### src/rtl/gameplay_sequencer.sv
// Control FSM for one game of tower stacking.
// Walks the gameplay datapath through clear / row advance / load / move / drop
// evaluation and reports game status for the display and HUD.
module gameplay_sequencer #(
    parameter int MAX_ROWS = 15,
    parameter int ROW_W    = 4,
    parameter int SETTLE   = 2
) (
    input  logic             clk,
    input  logic             reset,
    input  logic             start,
    input  logic             drop,
    input  logic             frame_tick,
    input  logic             o,
    input  logic             c,
    output logic             dp_clear,
    output logic             inc_row,
    output logic             ld_x,
    output logic             ld_y,
    output logic             ld_d,
    output logic             enable,
    output logic             sync,
    output logic             save_x,
    output logic             inc_score,
    output logic             dec_chances,
    output logic [ROW_W-1:0] rows_placed,
    output logic             playing,
    output logic             game_over,
    output logic             win
);

    localparam int WAIT_W = (SETTLE > 2) ? $clog2(SETTLE) : 1;

    typedef enum logic [3:0] {
        S_IDLE,
        S_CLEAR,
        S_ADV,
        S_LOAD,
        S_MOVE,
        S_STOP,
        S_CHECK,
        S_HIT,
        S_MISS,
        S_WAIT,
        S_OVER,
        S_WIN
    } state_t;

    state_t              r_state;
    state_t              w_nextState;
    logic                r_startQ;
    logic                r_dropQ;
    logic                w_startEdge;
    logic                w_dropEdge;
    logic [ROW_W-1:0]    r_rows;
    logic [ROW_W-1:0]    w_rowsInc;
    logic [WAIT_W-1:0]   r_waitCnt;

    assign w_startEdge = start & ~r_startQ;
    assign w_dropEdge  = drop & ~r_dropQ;
    assign w_rowsInc   = r_rows + ROW_W'(1);
    assign rows_placed = r_rows;

    // Remember last cycle's button levels so a press is seen as a single-cycle edge.
    always_ff @(posedge clk) begin
        if (reset) begin
            r_startQ <= 1'b0;
            r_dropQ  <= 1'b0;
        end else begin
            r_startQ <= start;
            r_dropQ  <= drop;
        end
    end

    // State register.
    always_ff @(posedge clk) begin
        if (reset) begin
            r_state <= S_IDLE;
        end else begin
            r_state <= w_nextState;
        end
    end

    // Placed-row counter and post-miss settle counter; the WIN exit keeps the row count from wrapping.
    always_ff @(posedge clk) begin
        if (reset) begin
            r_rows    <= '0;
            r_waitCnt <= '0;
        end else begin
            if (r_state == S_CLEAR) begin
                r_rows <= '0;
            end else if (r_state == S_HIT) begin
                r_rows <= w_rowsInc;
            end
            if (r_state == S_MISS) begin
                r_waitCnt <= WAIT_W'(SETTLE - 1);
            end else if (r_state == S_WAIT && r_waitCnt != '0) begin
                r_waitCnt <= r_waitCnt - WAIT_W'(1);
            end
        end
    end

    // Next-state logic; a drop edge wins over a start edge while the block is moving.
    always_comb begin
        w_nextState = r_state;
        case (r_state)
            S_IDLE:  if (w_startEdge) w_nextState = S_CLEAR;
            S_CLEAR: w_nextState = S_ADV;
            S_ADV:   w_nextState = S_LOAD;
            S_LOAD:  w_nextState = S_MOVE;
            S_MOVE:  if (w_dropEdge) w_nextState = S_STOP;
            S_STOP:  w_nextState = S_CHECK;
            S_CHECK: w_nextState = (r_rows == '0 || o) ? S_HIT : S_MISS;
            S_HIT:   w_nextState = (w_rowsInc == ROW_W'(MAX_ROWS)) ? S_WIN : S_ADV;
            S_MISS:  w_nextState = S_WAIT;
            S_WAIT: begin
                if (r_waitCnt == '0) begin
                    w_nextState = c ? S_LOAD : S_OVER;
                end
            end
            S_OVER:  if (w_startEdge) w_nextState = S_CLEAR;
            S_WIN:   if (w_startEdge) w_nextState = S_CLEAR;
            default: w_nextState = S_IDLE;
        endcase
    end

    // Moore strobes and status flags decoded from the current state.
    always_comb begin
        dp_clear    = 1'b0;
        inc_row     = 1'b0;
        ld_x        = 1'b0;
        ld_y        = 1'b0;
        ld_d        = 1'b0;
        enable      = 1'b0;
        save_x      = 1'b0;
        inc_score   = 1'b0;
        dec_chances = 1'b0;
        game_over   = 1'b0;
        win         = 1'b0;
        playing     = 1'b1;
        case (r_state)
            S_IDLE:  playing = 1'b0;
            S_CLEAR: dp_clear = 1'b1;
            S_ADV:   inc_row = 1'b1;
            S_LOAD: begin
                ld_x = 1'b1;
                ld_y = 1'b1;
                ld_d = 1'b1;
            end
            S_MOVE:  enable = 1'b1;
            S_HIT: begin
                save_x    = 1'b1;
                inc_score = 1'b1;
            end
            S_MISS:  dec_chances = 1'b1;
            S_OVER: begin
                playing   = 1'b0;
                game_over = 1'b1;
            end
            S_WIN: begin
                playing = 1'b0;
                win     = 1'b1;
            end
            default: ;
        endcase
        sync = frame_tick & enable;
    end

endmodule

### config.mk
export PLATFORM = sky130hd
export DESIGN_NAME = gameplay_sequencer
export DESIGN_NICKNAME = d
export VERILOG_FILES = /design/src/rtl/gameplay_sequencer.sv
export SDC_FILE = /design/constraint.sdc
export NUM_CORES = 1
export LEC_CHECK = 0
export CAP_MARGIN = 10
export CELL_PAD_IN_SITES_DETAIL_PLACEMENT = 1
export CELL_PAD_IN_SITES_GLOBAL_PLACEMENT = 2
export CORE_MARGIN = 2
export CORE_UTILIZATION = 27
export CTS_CLUSTER_DIAMETER = 40
export DETAILED_ROUTE_END_ITERATION = 12
export HOLD_SLACK_MARGIN = 0.05
export PLACE_DENSITY_LB_ADDON = 0.1
export REMOVE_ABC_BUFFERS = 1
export SYNTH_ARGS = -nofsm -noshare
export SYNTH_HDL_FRONTEND = slang
export SYNTH_SLANG_ARGS = --single-unit
### constraint.sdc
create_clock -name clk -period 2.6 [get_ports clk]
set_clock_uncertainty 0.1 [all_clocks]
set_input_delay 0.26 -clock clk [delete_from_list [all_inputs] [get_ports clk]]
set_output_delay 0.26 -clock clk [all_outputs]
set_load 0.03 [all_outputs]
# Word level (Yosys, flattened, before mapping)

Index checks and enable logic that the tools add are counted.

Add/subtract/negate cells: 2
Eq/ne operators: 15
Muxes and demuxes: 18
Bitwise logic cells: 5
Reductions and logical operators: 8

Operators with widths:

| operator            | number |
|---|---|
| $pmux 4 s10         | 1 |
| $mux 4              | 6 |
| $eq 4x4->1 const B  | 5 |
| $eq 4x3->1 const B  | 4 |
| $mux 1              | 11 |
| $eq 4x2->1 const B  | 2 |
| $logic_not 4->1     | 2 |
| $add 4x1->4 const B | 1 |
| $eq 4x1->1 const B  | 1 |
| $ne 2x2->1 const B  | 2 |
| $and 1x1->1         | 3 |
| $reduce_and 3->1    | 1 |
| $reduce_or 3->1     | 1 |
| $ne 2x1->1 const B  | 1 |
| $not 1->1           | 2 |
| $reduce_bool 2->1   | 1 |
| $reduce_or 2->1     | 1 |
| $logic_and 1x1->1   | 1 |
| $logic_or 1x1->1    | 1 |
| $sub 1x1->1 const B | 1 |

Register bits: 11
Logic and storage cells: 53

# Longest topological paths before layout

Gate-level depths: netlist of run 1.

Depth in word-level cells: 4
Gate-level depth with buffers: 7
Depth with buffers taken out: 7

# Worst setup path after synthesis of run 1

OpenSTA, ideal clock, no wires.

Path kind: register -> output
From: register r_state[0]
To: output port sync
Arrival time: 1.481 ns
Data required time: 2.240 ns
Path slack: 0.759 ns
Cell stages (with the launch flop): 3
Path buffers: 0
Cell sequence: dfxtp_1 -> nor4b_2 -> and2_1

Word-level cells in the longest chain between the ends: 3

RTL lines:

| element                | RTL line | RTL |
|---|---|---|
| start, declared        | 49       | `state_t r_state;` |
| start signal, assigned | 80       | `r_state <= w_nextState;` |
| $eq 4x3->1             | 141      | `case (r_state)` |
| $mux 1                 | 141      |  |
| via enable             | 21       | `output logic enable,` |
| $and 1x1->1            | 166      | `sync = frame_tick & enable;` |
| end, declared          | 22       | `output logic sync,` |

The timed path passes the listed nets, and every way through them passes these cells.

# Worst setup path after layout of run 1

From: register r_state[1]
To: output port ld_x

Word-level cells in the longest chain between the ends: 2

RTL lines:

| element       | RTL line | RTL |
|---|---|---|
| $eq 4x2->1    | 141      |  |
| $mux 1        | 141      |  |
| end, declared | 18       | `output logic ld_x,` |

Every way passes these cells.

==> results of run 1 <==
-- through the flow --
stage | area (um^2) | utilization | total power [mW] | instances | setup slack, ns
after floorplan | 704 | - | 0.450 | 85 | 0.396
after global placement | 996 | 0.364 | 0.584 | 142 | 0.492
after detailed placement | 996 | 0.364 | 0.584 | 142 | 0.436
after CTS | 1020 | 0.374 | 0.707 | 146 | 0.122
after global routing | 1020 | 0.374 | 0.755 | 146 | 0.108
final | 1020 | 0.374 | 0.695 | 146 | 0.284
-- placed cells by master, fill, tap and decap left out, types with 2 or more instances in the layout --
cell,count
clkbuf_4,3
nor3_1,6
nand3_1,2
a21oi_1,3
clkdlybuf4s50_1,23
dfxtp_1,10
inv_1,5
o22ai_2,2
ha_1,3
nand4_1,2
buf_4,3
xor2_1,4
o21ai_1,2
nand2b_1,4
and2_1,2
nor2_1,14
nand2_1,6
-- worst paths after layout --
kind / start / to / depth (start not counted)
max: r_state[1] / ld_x / 3
min: r_waitCnt / r_waitCnt / 2
max reg2reg: r_state[3] / r_state[0] / 7
min reg2reg: r_waitCnt / r_waitCnt / 2
-- report_power, final --
| part | internal, mW | switching [mW] | total [mW] |
|---|---|---|---|
| clock | 0.0593 | 0.0589 | 0.118 |
| combinational | 0.144 | 0.188 | 0.332 |
| sequential | 0.188 | 0.0571 | 0.245 |
| total | 0.391 | 0.304 | 0.695 |
-- area by class of cell --
cell class	instances	area [um^2]
multi-input cells	69	465
fillers	312	1710
flip-flops and latches	11	221
well taps	31	38.8
repair buffers	26	253
inverters	5	18.8
clock buffers	4	26.3
-- what timing repair did --
action	CTS	global route
setup buffers	0	0
gates resized for setup	0	1
setup endpoints to repair	0	2
-- state kept, by name (all words and copies together), names as in the netlist --
signal / count
r_dropQ: 1
r_waitCnt: 1
r_startQ: 1
rows_placed: 4
r_state: 4
-- worst min-delay path: cells and delay by family (launching register included) --
kind	cells	cell delay, ns
AO/OA/AOI/OAI	1	0.06
flip-flops	1	0.33
AND/OR/NAND/NOR	1	0.07
-- cells by family after synthesis --
family / after synthesis / share of synthesized area
adders and majority gates: 3 / 0.0488
buffers and inverters: 14 / 0.109
xor gates and xnor gates: 5 / 0.0569
DFF: 11 / 0.286
and+or+nand+nor: 45 / 0.324
AOI/OAI and AO/OA: 16 / 0.176
-- metal layers --
metal	wire length [um]	GRT usage	share of wire
met4	16	0.0199	0.0081
met1	980	0.191	0.50
met5	0	0	0
met2	889	0.208	0.45
met3	92	0.0499	0.047
==> results.tsv, run 1 <==
stage	metric	value	unit
grt	antenna_found_initial	0	
sta	rsz0062_at_grt	no	
die	coreArea	2730	um^2
route	ant_nets	0	
worst_setup_path	critical-path-max-stage-delay	0.71	ns
die	fp.dieH	57.4	um
sta	period_share	0.891	
logic_synthesis	syn-cell-area	769	um^2
finish	antenna_cells	0	
clock_tree	tritoncts	done	
worst_setup_path	worst-endpoint-arrival	1.96	ns
logic_synthesis	syn_avg_cell_area	8.19	um^2
finish	syn_to_final_growth	33.0	%
sta	period_minus_slack	2.32	ns
route	routed_wl	1980	um
run	maxCapViolations	0	
logic_synthesis	yosysMostFrequentCell	nor2_1	
worst_setup_path	start_kind	flop	
hold_path	hp-class	flop to flop	
clock_tree	clk_latency	0.26	ns
logic_synthesis	ys_ff_latch	11	
power	p_leak	0.380	nW
sta	max_freq	432	MHz
run_status	status	finished clean	
worst_setup_path	crit_chain	nand2b_1 -> nor2_1 -> clkdlybuf4s50_1	
sta	whs	0.400	ns
sta	hold_viol	0	
clock_tree	cts_max_path_buffers	2	
die	die_area	3290	um^2
worst_setup_path	critPathMaxFanout	12	
logic_synthesis	ys_seq_area_frac	0.286	
worst_setup_path	critPathKind	flop to output port	
sta	max_slew_margin	0.704	
placement	numPortBuffers	23	
logic_synthesis	synth_common_cells	14 x nor2_1, 11 x dfxtp_1, 6 x nand2_1, 6 x nor3_1, 5 x inv_1	
die	start_util	0.281	
sta	tns	0	ns
sta	final-setup-viol-count	0	
logic_synthesis	yosys.area.top_type	dfxtp_1	
die	io_pins	24	
logic_synthesis	synth.area.top_cells	dfxtp_1 29%, nor2_1 6.8%, ha_1 4.9%	
route	wl_per_cell	13.5	um
worst_setup_path	crit_buf_inv	1	
grt	gr-total-overflow	0	
worst_setup_path	cpMaxStageDelayCell	clkdlybuf4s50_1	
worst_setup_path	critPathTopFamily	buffers and inverters	
logic_synthesis	synth_cell_types	37	
grt	grt_pass1_wl	3480	um
die	num_rows	19	
grt	track_usage	0.137	
logic_synthesis	synth_edf_count	0	
route	vias	724	
sta	report.final.slew_viol_count	0	
route	drtIter0Drc	12	
die	die-width	57.4	um
clock_tree	cts_hold_buffers	0	
route	drc	0	
power	irDropWorstVdd	0.000375	V
worst_setup_path	rrSetupSlack	0.80	ns
logic_synthesis	netlist.area_leader.share	0.286	
logic_synthesis	postSynth.asyncResetShare	0	
clock_tree	clk_pin_slew_worst_paths	0.07	ns
logic_synthesis	synth_ff_type	dfxtp_1	
worst_setup_path	required	2.24	ns
placement	detailed_place_hpwl	1550	um
route	dr.pass1.iters	4	
clock_tree	clock-sinks	11	
sta	worst_pin_slew	0.444	ns
grt	grt_pass1_vias	697	
power	power_density	679	nW/um^2
grt	grt_max_degree	16	
placement	globalplace.congestion	0.703	
worst_setup_path	critPathCaptureType	output port	
clock_tree	root_buffer	clkbuf_4	
clock_tree	cts_max_level	1	
route	routed_via_density	4.96	
clock_tree	numCtsBuffers	3	
logic_synthesis	synth_warnings	0	
finish	layout-drive-gt1-share	0.148	
logic_synthesis	synth_cells	94	
finish	num-nets-final	126	
Note: power is estimated with default switching activity, not from simulation.
==> run 2, diff against run 1 <==
--- a/config.mk
+++ b/config.mk
@@ -14,6 +14,7 @@
 export DETAILED_ROUTE_END_ITERATION = 12
 export HOLD_SLACK_MARGIN = 0.05
 export PLACE_DENSITY_LB_ADDON = 0.1
+export RECOVER_POWER = 100
 export REMOVE_ABC_BUFFERS = 1
 export SYNTH_ARGS = -nofsm -noshare
 export SYNTH_HDL_FRONTEND = slang
==> run 2 against run 1 <==
Combinational power decreased by 5%. First-iteration DRC count rose by 17%. Maximum frequency is 2.6% lower. Total power is 2.7% lower.
==> results.tsv, run 2 (synthesis results as in run 1) <==
stage	metric	value	unit	change
die	die_area	3290	um^2	unchanged
grt	grt_pass1_wl	3480	um	unchanged
hold_path	min_path_cells	2		unchanged
die	start_util	0.281		unchanged
clock_tree	cts_hold_buffers	0		unchanged
clock_tree	clk_latency	0.26	ns	about the same
grt	track_usage	0.137		unchanged
placement	dp.cells	142		unchanged
worst_setup_path	cpMaxStageDelayCell	dlygate4sd3_1		was clkdlybuf4s50_1
power	irDropWorstVdd	0.000371	V	was 0.000375 V
clock_tree	cts_max_level	1		unchanged
sta	period_minus_slack	2.38	ns	was 2.32 ns
route	wl_per_cell	13.5	um	about the same
sta	max_slew_margin	0.704		about the same
finish	final_common_cell	dlygate4sd3_1		was clkdlybuf4s50_1
worst_setup_path	critical-path-max-stage-delay	0.69	ns	was 0.71 ns
finish	antenna_cells	0		unchanged
worst_setup_path	worst-endpoint-arrival	2.02	ns	was 1.96 ns
finish	syn_to_final_growth	31.4	%	was 33.0%
die	num_rows	19		unchanged
clock_tree	tritoncts	done		unchanged
worst_setup_path	start_kind	flop		unchanged
sta	report.final.slew_viol_count	0		unchanged
worst_setup_path	required	2.24	ns	about the same
sta	whs	0.400	ns	about the same
clock_tree	root_buffer	clkbuf_4		unchanged
sta	hold_viol	0		unchanged
sta	final-setup-viol-count	0		unchanged
hold_path	hp-class	flop to flop		unchanged
worst_setup_path	crit_chain	clkbuf_1 -> and4b_1 -> dlygate4sd3_1		was nand2b_1 -> nor2_1 -> clkdlybuf4s50_1
route	routed_via_density	4.93		was 4.96
run	maxCapViolations	0		unchanged
clock_tree	postCtsResizedCells	0		unchanged
placement	globalplace.congestion	0.703		unchanged
clock_tree	numCtsBuffers	3		unchanged
clock_tree	post_cts_buffers	0		unchanged
finish	layout-drive-gt1-share	0.122		was 0.148
finish	layout_common_cells	17 x dlygate4sd3_1, 14 x nor2_1, 10 x dfxtp_1		was 23 x clkdlybuf4s50_1, 14 x nor2_1, 10 x dfxtp_1
worst_setup_path	r2r_cells	7		unchanged
grt	grt_pass1_vias	697		unchanged
route	vias	720		was 724
placement	numPortBuffers	23		unchanged
die	fp.dieH	57.4	um	unchanged
finish	fillers	315		was 312
worst_setup_path	critPathCaptureType	output port		unchanged
sta	max_freq	421	MHz	was 432 MHz
worst_setup_path	critPathMaxFanout	8		was 12
finish	num-nets-final	126		unchanged
sta	tns	0	ns	unchanged
die	coreArea	2730	um^2	unchanged
finish	final_cells	146		unchanged
worst_setup_path	worst-path-stages	3		unchanged
power	power	0.676	mW	was 0.695 mW
worst_setup_path	crit_buf_inv	2		was 1
finish	fin_util	0.370		was 0.374
clock_tree	clock-sinks	11		unchanged
clock_tree	clk_pin_slew_worst_paths	0.07	ns	about the same
sta	worst_pin_slew	0.444	ns	about the same
run_status	status	finished clean		unchanged
power	p_leak	0.421	nW	was 0.380 nW
grt	grt_max_degree	16		unchanged
route	drc	0		unchanged
worst_setup_path	critPathKind	flop to output port		unchanged
die	die-width	57.4	um	unchanged
die	io_pins	24		unchanged
route	drtIter0Drc	14		was 12
route	ant_nets	0		unchanged
route	dr.pass1.iters	4		unchanged
grt	antenna_found_initial	0		unchanged
placement	detailed_place_hpwl	1550	um	unchanged
worst_setup_path	critPathTopFamily	buffers and inverters		unchanged
power	power_density	669	nW/um^2	was 679 nW/um^2
sta	period_share	0.914		was 0.891
grt	gr-total-overflow	0		unchanged
route	routed_wl	1970	um	was 1980 um
sta	rsz0062_at_grt	no		unchanged
clock_tree	cts_max_path_buffers	2		unchanged
[run 2: through the flow]
step	instance area (um^2)	setup slack, ns
after detailed placement	996	0.436
after global placement	996	0.492
after floorplan	704	0.396
after global routing	1010	0.0910
after CTS	1020	0.122
final	1010	0.224
[run 2: path summary, 6_finish.rpt]
check | slack, ns | to | start
worst min-delay path | 0.40 | r_waitCnt | r_waitCnt
worst max register to register | 0.64 | r_state[0] | r_state[3]
worst min register to register | 0.40 | r_waitCnt | r_waitCnt
worst max-delay path | 0.22 | save_x | r_state[3]
[run 2: final cells by class]
class | instances | area, um^2 | area share
clock buffer | 4 | 26.3 | 0.0260
inverter | 5 | 18.8 | 0.0186
multi-input combinational | 69 | 460 | 0.455
timing repair buffer | 26 | 245 | 0.243
sequential | 11 | 221 | 0.219
tap | 31 | 38.8 | 0.0384
[run 2: power breakdown]
group	switching [mW]	internal (mW)	total [mW]
Combinational	0.184	0.130	0.314
Sequential	0.0571	0.188	0.245
Clock	0.0582	0.0593	0.117
Total	0.299	0.377	0.676
[run 2: tightest hold or removal path, cell delays in order, from the launching register on]
cell and delay [ns]:
dfxtp_1 0.33, a21oi_1 0.06, nor2_1 0.07
[run 2: metal layers]
| metal | GRT usage | wire [um] | vias up |
|---|---|---|---|
| met5 | 0 | 0 | - |
| met1 | 0.191 | 973 | 335 |
| met4 | 0.0199 | 16 | 0 |
| met3 | 0.0499 | 92 | 2 |
| li1 | - | - | 365 |
| met2 | 0.208 | 890 | 18 |
